$ cat config.mk
export PLATFORM = sky130hd
export DESIGN_NAME = calc_input_parser
export DESIGN_NICKNAME = d
export VERILOG_FILES = /design/src/rtl/calc_input_parser.sv
export SDC_FILE = /design/constraint.sdc
export NUM_CORES = 1
export LEC_CHECK = 0
export CORE_ASPECT_RATIO = 2
export CORE_UTILIZATION = 50
export CTS_CLUSTER_SIZE = 30
export DETAILED_ROUTE_END_ITERATION = 7
export PLACE_DENSITY = 0.83
export SYNTH_ARGS = -nofsm -noshare
export SYNTH_HDL_FRONTEND = slang
export SYNTH_SLANG_ARGS = --single-unit
$ cat constraint.sdc
create_clock -name clk -period 10 [get_ports clk]
set_input_delay 1 -clock clk [delete_from_list [all_inputs] [get_ports clk]]
set_output_delay 1 -clock clk [all_outputs]
set_load 0.02 [all_outputs]
$ cat src/rtl/calc_input_parser.sv
// Keypad-driven expression parser: assembles decimal operands, issues two-operand ALU requests
// and folds results back as the running value so chained expressions evaluate left to right.
module calc_input_parser #(
  parameter int unsigned WIDTH      = 16,
  parameter int unsigned MAX_DIGITS = 4
) (
  input  logic             clk,
  input  logic             rst,
  input  logic [4:0]       i_data,
  input  logic             i_valid,
  output logic             o_ready,
  output logic [WIDTH-1:0] o_op_a,
  output logic [WIDTH-1:0] o_op_b,
  output logic [1:0]       o_opcode,
  output logic             o_op_valid,
  input  logic             i_op_ready,
  input  logic [WIDTH-1:0] i_res_data,
  input  logic             i_res_error,
  input  logic             i_res_valid,
  output logic [WIDTH-1:0] o_disp_value,
  output logic             o_disp_error
);

  localparam int unsigned DW = $clog2(MAX_DIGITS + 1);

  typedef enum logic [2:0] {
    StEnterA,
    StOpWait,
    StEnterB,
    StIssue,
    StWaitRes,
    StShowRes,
    StError
  } state_e;

  state_e           state_q, state_d;
  logic [WIDTH-1:0] a_q, a_d;
  logic [WIDTH-1:0] b_q, b_d;
  logic [DW-1:0]    digits_q, digits_d;
  logic [1:0]       op_q, op_d;
  logic [1:0]       next_op_q, next_op_d;
  logic             chain_q, chain_d;

  logic             key_take;
  logic             key_digit;
  logic             key_op;
  logic             key_ac;
  logic             key_eq;
  logic [1:0]       key_opcode;
  logic [WIDTH-1:0] digit_val;
  logic             digit_room;
  logic [WIDTH-1:0] a_acc;
  logic [WIDTH-1:0] b_acc;

  assign o_ready    = (state_q != StIssue) && (state_q != StWaitRes);
  assign key_take   = i_valid && o_ready;
  assign key_digit  = (i_data <= 5'd9);
  assign key_op     = (i_data >= 5'd17) && (i_data <= 5'd20);
  assign key_ac     = (i_data == 5'd16);
  assign key_eq     = (i_data == 5'd21);
  assign digit_val  = WIDTH'(i_data[3:0]);
  assign digit_room = (digits_q < DW'(MAX_DIGITS));
  assign a_acc      = a_q * WIDTH'(10) + digit_val;
  assign b_acc      = b_q * WIDTH'(10) + digit_val;

  always_comb begin
    key_opcode = 2'b00;
    case (i_data)
      5'd18:   key_opcode = 2'b01;
      5'd19:   key_opcode = 2'b10;
      5'd20:   key_opcode = 2'b11;
      default: key_opcode = 2'b00;
    endcase
  end

  always_comb begin
    state_d   = state_q;
    a_d       = a_q;
    b_d       = b_q;
    digits_d  = digits_q;
    op_d      = op_q;
    next_op_d = next_op_q;
    chain_d   = chain_q;

    if (key_take && key_ac) begin
      a_d      = '0;
      b_d      = '0;
      digits_d = '0;
      op_d     = 2'b00;
      chain_d  = 1'b0;
      state_d  = StEnterA;
    end else begin
      case (state_q)
        StEnterA: begin
          if (key_take && key_digit) begin
            // Digits beyond the limit are consumed but dropped.
            if (digit_room) begin
              a_d      = a_acc;
              digits_d = digits_q + DW'(1);
            end
          end else if (key_take && key_op) begin
            op_d    = key_opcode;
            state_d = StOpWait;
          end
        end
        StOpWait: begin
          if (key_take && key_digit) begin
            b_d      = digit_val;
            digits_d = DW'(1);
            state_d  = StEnterB;
          end else if (key_take && key_op) begin
            op_d = key_opcode;
          end
        end
        StEnterB: begin
          if (key_take && key_digit) begin
            if (digit_room) begin
              b_d      = b_acc;
              digits_d = digits_q + DW'(1);
            end
          end else if (key_take && key_op) begin
            next_op_d = key_opcode;
            chain_d   = 1'b1;
            state_d   = StIssue;
          end else if (key_take && key_eq) begin
            chain_d = 1'b0;
            state_d = StIssue;
          end
        end
        StIssue: begin
          if (i_op_ready) begin
            state_d = StWaitRes;
          end
        end
        StWaitRes: begin
          if (i_res_valid) begin
            if (i_res_error) begin
              state_d = StError;
            end else begin
              a_d = i_res_data;
              if (chain_q) begin
                op_d    = next_op_q;
                state_d = StOpWait;
              end else begin
                state_d = StShowRes;
              end
            end
          end
        end
        StShowRes: begin
          // A digit starts a fresh calculation; an operator continues from the result.
          if (key_take && key_digit) begin
            a_d      = digit_val;
            digits_d = DW'(1);
            state_d  = StEnterA;
          end else if (key_take && key_op) begin
            op_d    = key_opcode;
            state_d = StOpWait;
          end
        end
        StError: begin
          state_d = StError;
        end
        default: begin
          state_d = StEnterA;
        end
      endcase
    end
  end

  always_ff @(posedge clk or posedge rst) begin
    if (rst) begin
      state_q   <= StEnterA;
      a_q       <= '0;
      b_q       <= '0;
      digits_q  <= '0;
      op_q      <= 2'b00;
      next_op_q <= 2'b00;
      chain_q   <= 1'b0;
    end else begin
      state_q   <= state_d;
      a_q       <= a_d;
      b_q       <= b_d;
      digits_q  <= digits_d;
      op_q      <= op_d;
      next_op_q <= next_op_d;
      chain_q   <= chain_d;
    end
  end

  assign o_op_a     = a_q;
  assign o_op_b     = b_q;
  assign o_opcode   = op_q;
  assign o_op_valid = (state_q == StIssue);

  always_comb begin
    o_disp_value = a_q;
    o_disp_error = 1'b0;
    case (state_q)
      StEnterB, StIssue, StWaitRes: o_disp_value = b_q;
      StError: begin
        o_disp_value = '0;
        o_disp_error = 1'b1;
      end
      default: o_disp_value = a_q;
    endcase
  end

endmodule

==> qor.yml, run 1 <==
status: "completed"
fin_worst_skew_ps: 5.683
holdBufCountCts: 0
synth_area_per_cell_um2: 8.619
grt_pass1_vias: 4339
syn_to_final_growth_pct: 23.55
track_usage_pct: 28.33
hold_viol_final: 0
antenna_left: 0
cp_slowest_cell: "dfrtp_1"
end_kind: "output port"
ys_ff_latch: 43
start_kind: "register"
slew_violations: 0
max_stage_delay_ps: 770
io_buffers: 79
layout-drive-gt1-share_pct: 4.912
fin_tns_setup_ps: 0
clock_latency_ps: 280
register_area_um2: 1076
syn-instance-count: 503
worstPathCellList: "nor3b_1 > nor2_1 > nand2_1 > o21ai_0 > clkdlybuf4s50_1"
yosys_warnings: 0
max-slew-margin-rel_pct: 23.42
crit_fanout: 32
clock-sinks: 43
place.gp.congestion: 0.9393
cts_tree: "built"
ios: 80
clock-root-buffer: "clkbuf_16"
finalSetupViolCount: 0
synth-seq-area-share_pct: 24.82
coreArea_um2: 8351
ctsResizeCount: 0
vias: 4262
clkTransAtPathRegs_ps: 60
path_class: "reg2out"
fmaxAchievable_ghz: 0.2406
detailedRoute.firstIterationViolations: 253
crit_required_ps: 9000
cts.path.max_buffers: 2
hold_class: "reg2reg"
h-tree-depth: 2
start_util_pct: 51.92
dpl.hpwl_um: 9442
num_antenna_cells: 0
post_cts_buffers: 0
grt_pass1_wl_um: 19620
design.die.area_um2: 9070
synth-edff-count: 0
dr.pass1.iters: 5
yosysUniqueCellTypes: 62
die_y_um: 133.7
drv_cap: 0
period_needed_ps: 4157
netlist_area_um2: 4335
finalCritPeriodShare_pct: 41.57
syn-num-nets: 587
viasPerCell: 6.380
die_w_um: 67.85
antenna_found_initial: 0
mostFrequentLayoutCells: "clkdlybuf4s50_1, nand2_1, ha_1, dfrtp_1, a21oi_1"
wirelength_um: 12140
drc: 0
grt_max_degree: 44
wl_per_cell_um: 18.17
n_fill_cell: 701
async_flop_share_pct: 100.0
multi_input_area_um2: 3099
grt_overflow: 0
crit_arrival_ps: 3160
rsz0062_at_grt: "false"
synth_flop_cell: "dfrtp_1"
layout.nets: 653
tightest_slew_ps: 1140
core.rowCount: 47
numCtsBuffers: 5
final_common_cell: "clkdlybuf4s50_1"
cells in the mapped netlist (8+ instances only):
| library cell | instances | share of area (%) |
|---|---|---|
| dfrtp_1 | 43 | 25 |
| xnor2_1 | 35 | 7.1 |
| o21ai_0 | 33 | 3.8 |
| inv_1 | 13 | 1.1 |
| a21oi_1 | 41 | 4.7 |
| a22oi_1 | 8 | 1.4 |
| nor2_1 | 39 | 3.4 |
| mux2_2 | 9 | 2.3 |
| nor3_1 | 10 | 1.2 |
| clkbuf_1 | 16 | 1.4 |
| xor2_1 | 15 | 3.0 |
| nand2_1 | 60 | 5.2 |
| a22o_1 | 13 | 2.6 |
| a21o_1 | 10 | 1.7 |
| ha_1 | 53 | 15 |
metrics by stage:
step                      area (µm²)  worst slack (ps)  hold slack (ps)  util (%)  std cells
after floorplan                 4335              6670            472.7         -        503
after global routing            5356              5554            529.2     64.14        668
final                           5356              5843            510.7     64.14        668
after detailed placement        5167              5731            497.3     61.88        660
after global placement          5167              5857            493.5     61.88        660
after CTS                       5356              5864            512.4     64.14        668
worst max-delay path: cells and delay by family (launching register included):
| kind | cells | cell delay [ps] |
|---|---|---|
| AO/OA/AOI/OAI | 1 | 470 |
| buffers and inverters | 1 | 680 |
| AND/OR/NAND/NOR | 3 | 960 |
| flip-flops | 1 | 770 |
cell families after synthesis:
| logic type | share of synthesized area, % |
|---|---|
| XOR/XNOR | 10.62 |
| AO/OA/AOI/OAI | 23.12 |
| flip-flops | 24.82 |
| AND/OR/NAND/NOR | 16.88 |
| multiplexers | 3.723 |
| buffers and inverters | 3.694 |
| adder cells (fa/ha/maj) | 17.14 |
flip-flops by register name (all words and copies together), names as in the netlist:
name / flops
chain_q: 1
digits_q: 3
next_op_q: 2
o_op_a: 16
o_op_b: 16
o_opcode: 2
state_q: 3
area by class of cell:
| cell class | count | share of cell area [%] |
|---|---|---|
| clock inverters | 2 | 1.121 |
| clock buffers | 6 | 2.406 |
| flip-flops and latches | 43 | 20.09 |
| inverters | 13 | 0.9110 |
| multi-input cells | 423 | 57.86 |
| repair buffers | 83 | 15.32 |
| well taps | 98 | 2.289 |
worst paths after layout:
check / start / endpoint / slack (ps) / cells after the start
max: state_q[0] / o_disp_value[3] / 5840 / 5
min: o_opcode[0] / o_opcode[0] / 510 / 1
max reg2reg: state_q[0] / o_op_a[11] / 6090 / 9
min reg2reg: o_opcode[0] / o_opcode[0] / 510 / 1
max in group asynchronous: rst / o_op_a[4] / 8440 / 3
min in group asynchronous: rst / o_op_a[14] / 1170 / 3
layer usage:
metal / vias up / wire length [µm] / global-route usage (%)
met4: 0 / 694 / 17.13
met3: 59 / 638 / 3.510
met1: 2024 / 4279 / 29.32
li1: 1976 / - / -
met5: - / 0 / 0
met2: 203 / 6526 / 51.10
Power of run 1 is left out: the tool's default activity adds up to more than one toggle a clock period on the data nets, which glitch-free logic cannot reach.
==> run 2, diff against run 1 <==
--- a/config.mk
+++ b/config.mk
@@ -6,10 +6,10 @@
 export NUM_CORES = 1
 export LEC_CHECK = 0
 export CORE_ASPECT_RATIO = 2
-export CORE_UTILIZATION = 50
+export CORE_UTILIZATION = 49
 export CTS_CLUSTER_SIZE = 30
 export DETAILED_ROUTE_END_ITERATION = 7
-export PLACE_DENSITY = 0.83
+export PLACE_DENSITY = 0.85
 export SYNTH_ARGS = -nofsm -noshare
 export SYNTH_HDL_FRONTEND = slang
 export SYNTH_SLANG_ARGS = --single-unit
==> constraint.sdc (replaced) <==
create_clock -name clk -period 3.75 [get_ports clk]
set_input_delay 0.375 -clock clk [delete_from_list [all_inputs] [get_ports clk]]
set_output_delay 0.375 -clock clk [all_outputs]
set_load 0.02 [all_outputs]
==> run 2 against run 1 <==
Design area rose by 0.30%. Hold slack got worse by 5.9 ps. Clock skew fell by 2.6 ps. Register-to-register slack got worse by 5800 ps. Sequential cell count did not move. Routed wire length fell by 1.6%. Critical endpoint is now o_op_a[14].
==> qor.yml, run 2 (synthesis results as in run 1) <==
path_common_cell: "ha_1"
dpl.hpwl_um: 9410  # -0.34%
grt_pass1_vias: 4184  # -3.6%
antenna_left: 0  # unchanged
numCtsBuffers: 5  # unchanged
holdBufCountCts: 0  # unchanged
grt_use_met2_pct: 48.80  # -2.3 points
cts_tree: "built"
mostFrequentLayoutCells: "clkdlybuf4s50_1, nand2_1, ha_1, dfrtp_1, a21oi_1"
drc: 0  # unchanged
final_common_cell: "clkdlybuf4s50_1"
met1_usage_pct: 28.86  # -0.46 points
detailedRoute.firstIterationViolations: 204  # -19%
multi_input_area_um2: 3099  # unchanged
dr.pass1.iters: 4  # -1
placedCellCount: 669  # +1.4%
max_stage_delay_ps: 570  # -200 ps
die_y_um: 135.0  # +1.0%
clock-root-buffer: "clkbuf_16"
fin_ws_ps: 317.9  # -5525 ps
grt_max_degree: 44  # unchanged
rsz0062_at_grt: "false"
clkTransAtPathRegs_ps: 70  # about the same
r2r-end: "o_op_a[14]"
layout-drive-gt1-share_pct: 6.239  # +1.3 points
ctsResizeCount: 0  # unchanged
wirelength_um: 11950  # -1.6%
place.gp.congestion: 0.9448  # +0.59%
viasPerCell: 6.236  # -2.3%
slew_violations: 0  # unchanged
design.die.area_um2: 9251  # +2.0%
period_needed_ps: 3432
hold_class: "reg2reg"
max-slew-margin-rel_pct: 22.28  # -1.1 points
h-tree-depth: 2  # unchanged
antenna_found_initial: 0  # unchanged
track_usage_pct: 28.17  # -0.17 points
end_kind: "register"
vias: 4222  # -0.94%
io_buffers: 79  # unchanged
syn_to_final_growth_pct: 23.92
path_class: "reg2reg"
cts.path.max_buffers: 2  # unchanged
cp_slowest_cell: "or4b_4"
tightest_slew_ps: 1157  # +16.92 ps
n_fill_cell: 763  # +8.8%
rrSetupSlack_ps: 320  # -5770 ps
coreArea_um2: 8588  # +2.8%
hold_viol_final: 0  # unchanged
crit_fanout: 6  # -81%
num_antenna_cells: 0  # unchanged
drv_cap: 0  # unchanged
rr_worst_depth: 11  # +2
worstPathCellList: "ha_1 > ha_1 > fa_1 > a21o_1 > a22oi_1 > and2b_1 > xor2_1 > or4b_4 > nor3_1 > xnor2_1 > a221oi_1"
register_area_um2: 1076  # unchanged
grt_overflow: 0  # unchanged
cp-endpoint: "o_op_a[14]"
ios: 80  # unchanged
post_cts_buffers: 0  # unchanged
fin_worst_skew_ps: 3.081  # -2.601 ps
final_area_um2: 5373  # +0.30%
start_kind: "register"
crit_required_ps: 3940  # -5060 ps
startpoint: "o_op_a[1]"
finalSetupViolCount: 0  # unchanged
clock_latency_ps: 290  # about the same
final_cells: 677  # +1.3%
crit_arrival_ps: 3630  # +470 ps
core.rowCount: 48  # +2.1%
r2r-start: "o_op_a[1]"
fin_tns_setup_ps: 0  # unchanged
layout.nets: 660  # +1.1%
dpl_cell_area_um2: 5223  # +1.1%
grt.busiest_layer: "met2"
grt_pass1_wl_um: 19480  # -0.74%
wl_per_cell_um: 17.65  # -2.9%
min_path_cells: 1  # unchanged
pre_cts_ws_ps: 388.2  # -5343 ps
fmaxAchievable_ghz: 0.2914
grtUsageMet3_pct: 4.223  # +0.71 points
start_util_pct: 50.48  # -1.4 points
finalCritPeriodShare_pct: 91.52
status: "completed"
die_w_um: 68.51  # +0.98%
clock-sinks: 43  # unchanged
-- run 2: layer usage --
layer  share of wire, %  wire, µm  vias up
li1                   -         -     1996
met1                 35      4206     1973
met2                 52      6234      191
met3                5.0       598       62
met4                7.6       910        0
met5                  0         0        -
-- run 2: area by class of cell --
cell class / count / share of cell area [%]
clock inverters: 3 / 0.4658
clock buffers: 5 / 2.329
multi-input cells: 423 / 57.69
well taps: 100 / 2.329
inverters: 13 / 0.9082
flip-flops and latches: 43 / 20.03
repair buffers: 90 / 16.26
-- run 2: metrics by stage --
step                util, %  hold WS, ps
CTS                   62.56        506.7
global route          62.56        529.4
detailed placement    60.81        491.6
global placement      60.81        487.6
finish                62.56        504.7
floorplan                 -        467.2
-- run 2: critical path: cells and delay by family (launching register included) --
family / cells / cell delay (ps)
and+or+nand+nor: 3 / 970
DFF: 1 / 460
adders and majority gates: 3 / 980
AOI/OAI and AO/OA: 3 / 690
xor gates and xnor gates: 2 / 230
-- run 2: worst min path at each step --
stage                             from            to
final                     next_op_q[0]  next_op_q[0]
after global routing      next_op_q[0]  next_op_q[0]
after CTS                 next_op_q[0]  next_op_q[0]
after detailed placement  next_op_q[0]  next_op_q[0]
after global placement    next_op_q[0]  next_op_q[0]
after floorplan            i_res_valid    state_q[2]
Power of run 2 is left out for the same reason.
==> run 3, diff against run 2 <==
--- a/config.mk
+++ b/config.mk
@@ -5,11 +5,13 @@
 export SDC_FILE = /design/constraint.sdc
 export NUM_CORES = 1
 export LEC_CHECK = 0
+export CAP_MARGIN = 25
 export CORE_ASPECT_RATIO = 2
 export CORE_UTILIZATION = 49
 export CTS_CLUSTER_SIZE = 30
 export DETAILED_ROUTE_END_ITERATION = 7
 export PLACE_DENSITY = 0.85
+export SLEW_MARGIN = 20
 export SYNTH_ARGS = -nofsm -noshare
 export SYNTH_HDL_FRONTEND = slang
 export SYNTH_SLANG_ARGS = --single-unit
==> run 3 against run 2 <==
Cell count grew 0.15%. Via count grew 0.28%. Routed wire length grew 0.64%. Core utilization hardly changed. Design area about the same. Count of clock-buffer cells in the layout unchanged. Die area unchanged. Highest routed layer unchanged.
==> qor.yml, run 3 (synthesis results as in run 1) <==
status: "completed"
rsz0062_at_grt: "false"
design.die.area_um2: 9251  # unchanged
crit_arrival_ps: 3690  # +60 ps
wirelength_um: 12030  # +0.64%
clock-sinks: 43  # unchanged
final_cells: 678  # +0.15%
final_common_cell: "clkdlybuf4s50_1"
ctsResizeCount: 0  # unchanged
placedCellCount: 670  # +0.15%
fin_worst_skew_ps: 3.850  # +0.7689 ps
multi_input_area_um2: 3099  # unchanged
path_class: "reg2reg"
io_buffers: 79  # unchanged
numCtsBuffers: 5  # unchanged
register_area_um2: 1076  # unchanged
cts.path.max_buffers: 2  # unchanged
ios: 80  # unchanged
dr.pass1.iters: 5  # +1
holdBufCountCts: 0  # unchanged
slew_violations: 0  # unchanged
core.rowCount: 48  # unchanged
post_cts_buffers: 0  # unchanged
dpl.hpwl_um: 9432  # +0.24%
clock-root-buffer: "clkbuf_16"
layout-drive-gt1-share_pct: 6.401  # +0.16 points
h-tree-depth: 2  # unchanged
vias: 4234  # +0.28%
detailedRoute.firstIterationViolations: 214  # +4.9%
grt_pass1_wl_um: 19600  # +0.64%
drv_cap: 0  # unchanged
crit_fanout: 6  # unchanged
crit_required_ps: 3950  # about the same
viasPerCell: 6.245  # +0.14%
finalSetupViolCount: 0  # unchanged
hold_viol_final: 0  # unchanged
antenna_left: 0  # unchanged
fmaxAchievable_ghz: 0.2860  # -1.8%
fin_tns_setup_ps: 0  # unchanged
num_antenna_cells: 0  # unchanged
clkTransAtPathRegs_ps: 70  # about the same
start_kind: "register"
die_w_um: 68.51  # unchanged
period_needed_ps: 3496  # +63.88 ps
cts_tree: "built"
layout.nets: 661  # +0.15%
tightest_slew_ps: 788.7  # -368.1 ps
coreArea_um2: 8588  # unchanged
drc: 0  # unchanged
track_usage_pct: 28.26  # +0.094 points
syn_to_final_growth_pct: 24.01  # about the same
max-slew-margin-rel_pct: 47.01  # +25 points
grt_max_degree: 44  # unchanged
mostFrequentLayoutCells: "clkdlybuf4s50_1, nand2_1, ha_1, dfrtp_1, a21oi_1"
grt_pass1_vias: 4274  # +2.2%
place.gp.congestion: 0.9448  # unchanged
clock_latency_ps: 290  # about the same
grt_overflow: 0  # unchanged
start_util_pct: 50.48  # unchanged
end_kind: "register"
die_y_um: 135.0  # unchanged
finalCritPeriodShare_pct: 93.23  # +1.7 points
n_fill_cell: 750  # -1.7%
wl_per_cell_um: 17.74  # +0.50%
hold_class: "reg2reg"
antenna_found_initial: 0  # unchanged
-- run 3: path summary, 6_finish.rpt --
kind | startpoint | slack [ps] | endpoint | cells after the start
setup / recovery | o_op_a[1] | 250 | o_op_a[14] | 11
hold reg to reg | next_op_q[0] | 510 | next_op_q[0] | 1
min in group asynchronous | rst | 540 | o_op_a[10] | 3
setup reg to reg | o_op_a[1] | 250 | o_op_a[14] | 11
hold / removal | next_op_q[0] | 510 | next_op_q[0] | 1
max in group asynchronous | rst | 2810 | o_op_b[3] | 3
-- run 3: final cells by class --
cell class              instances  area share (%)
clock inverters                 3          0.4422
flip-flops and latches         43           20.01
inverters                      13          0.9076
multi-input cells             423           57.64
well taps                     100           2.327
repair buffers                 91           16.34
clock buffers                   5           2.327
-- run 3: stage by stage --
stage	hold WS (ps)	util (%)	setup WS (ps)	instance area, µm²
after floorplan	467.2	-	503.5	4335
after global placement	487.6	60.81	474.6	5223
after detailed placement	495.7	60.87	371.9	5228
after CTS	511.0	62.60	293.7	5376
after global routing	536.4	62.60	95.25	5376
final	507.9	62.60	254.1	5376
-- run 3: worst max-delay path: stages (launching register included) --
cell and delay [ps]:
dfrtp_1 460, ha_1 330, ha_1 230, fa_1 420, a21o_1 220, a22oi_1 260
and2b_1 180, xor2_1 120, or4b_4 580, nor3_1 240, xnor2_1 130, a221oi_1 240
-- run 3: metal layers --
| layer | GRT usage, % | part of all wire, % |
|---|---|---|
| met1 | 28.14 | 35 |
| met2 | 48.53 | 52 |
| met3 | 5.152 | 5.2 |
| met4 | 22.34 | 7.2 |
| met5 | 0 | 0 |
Power of run 3 is left out for the same reason.
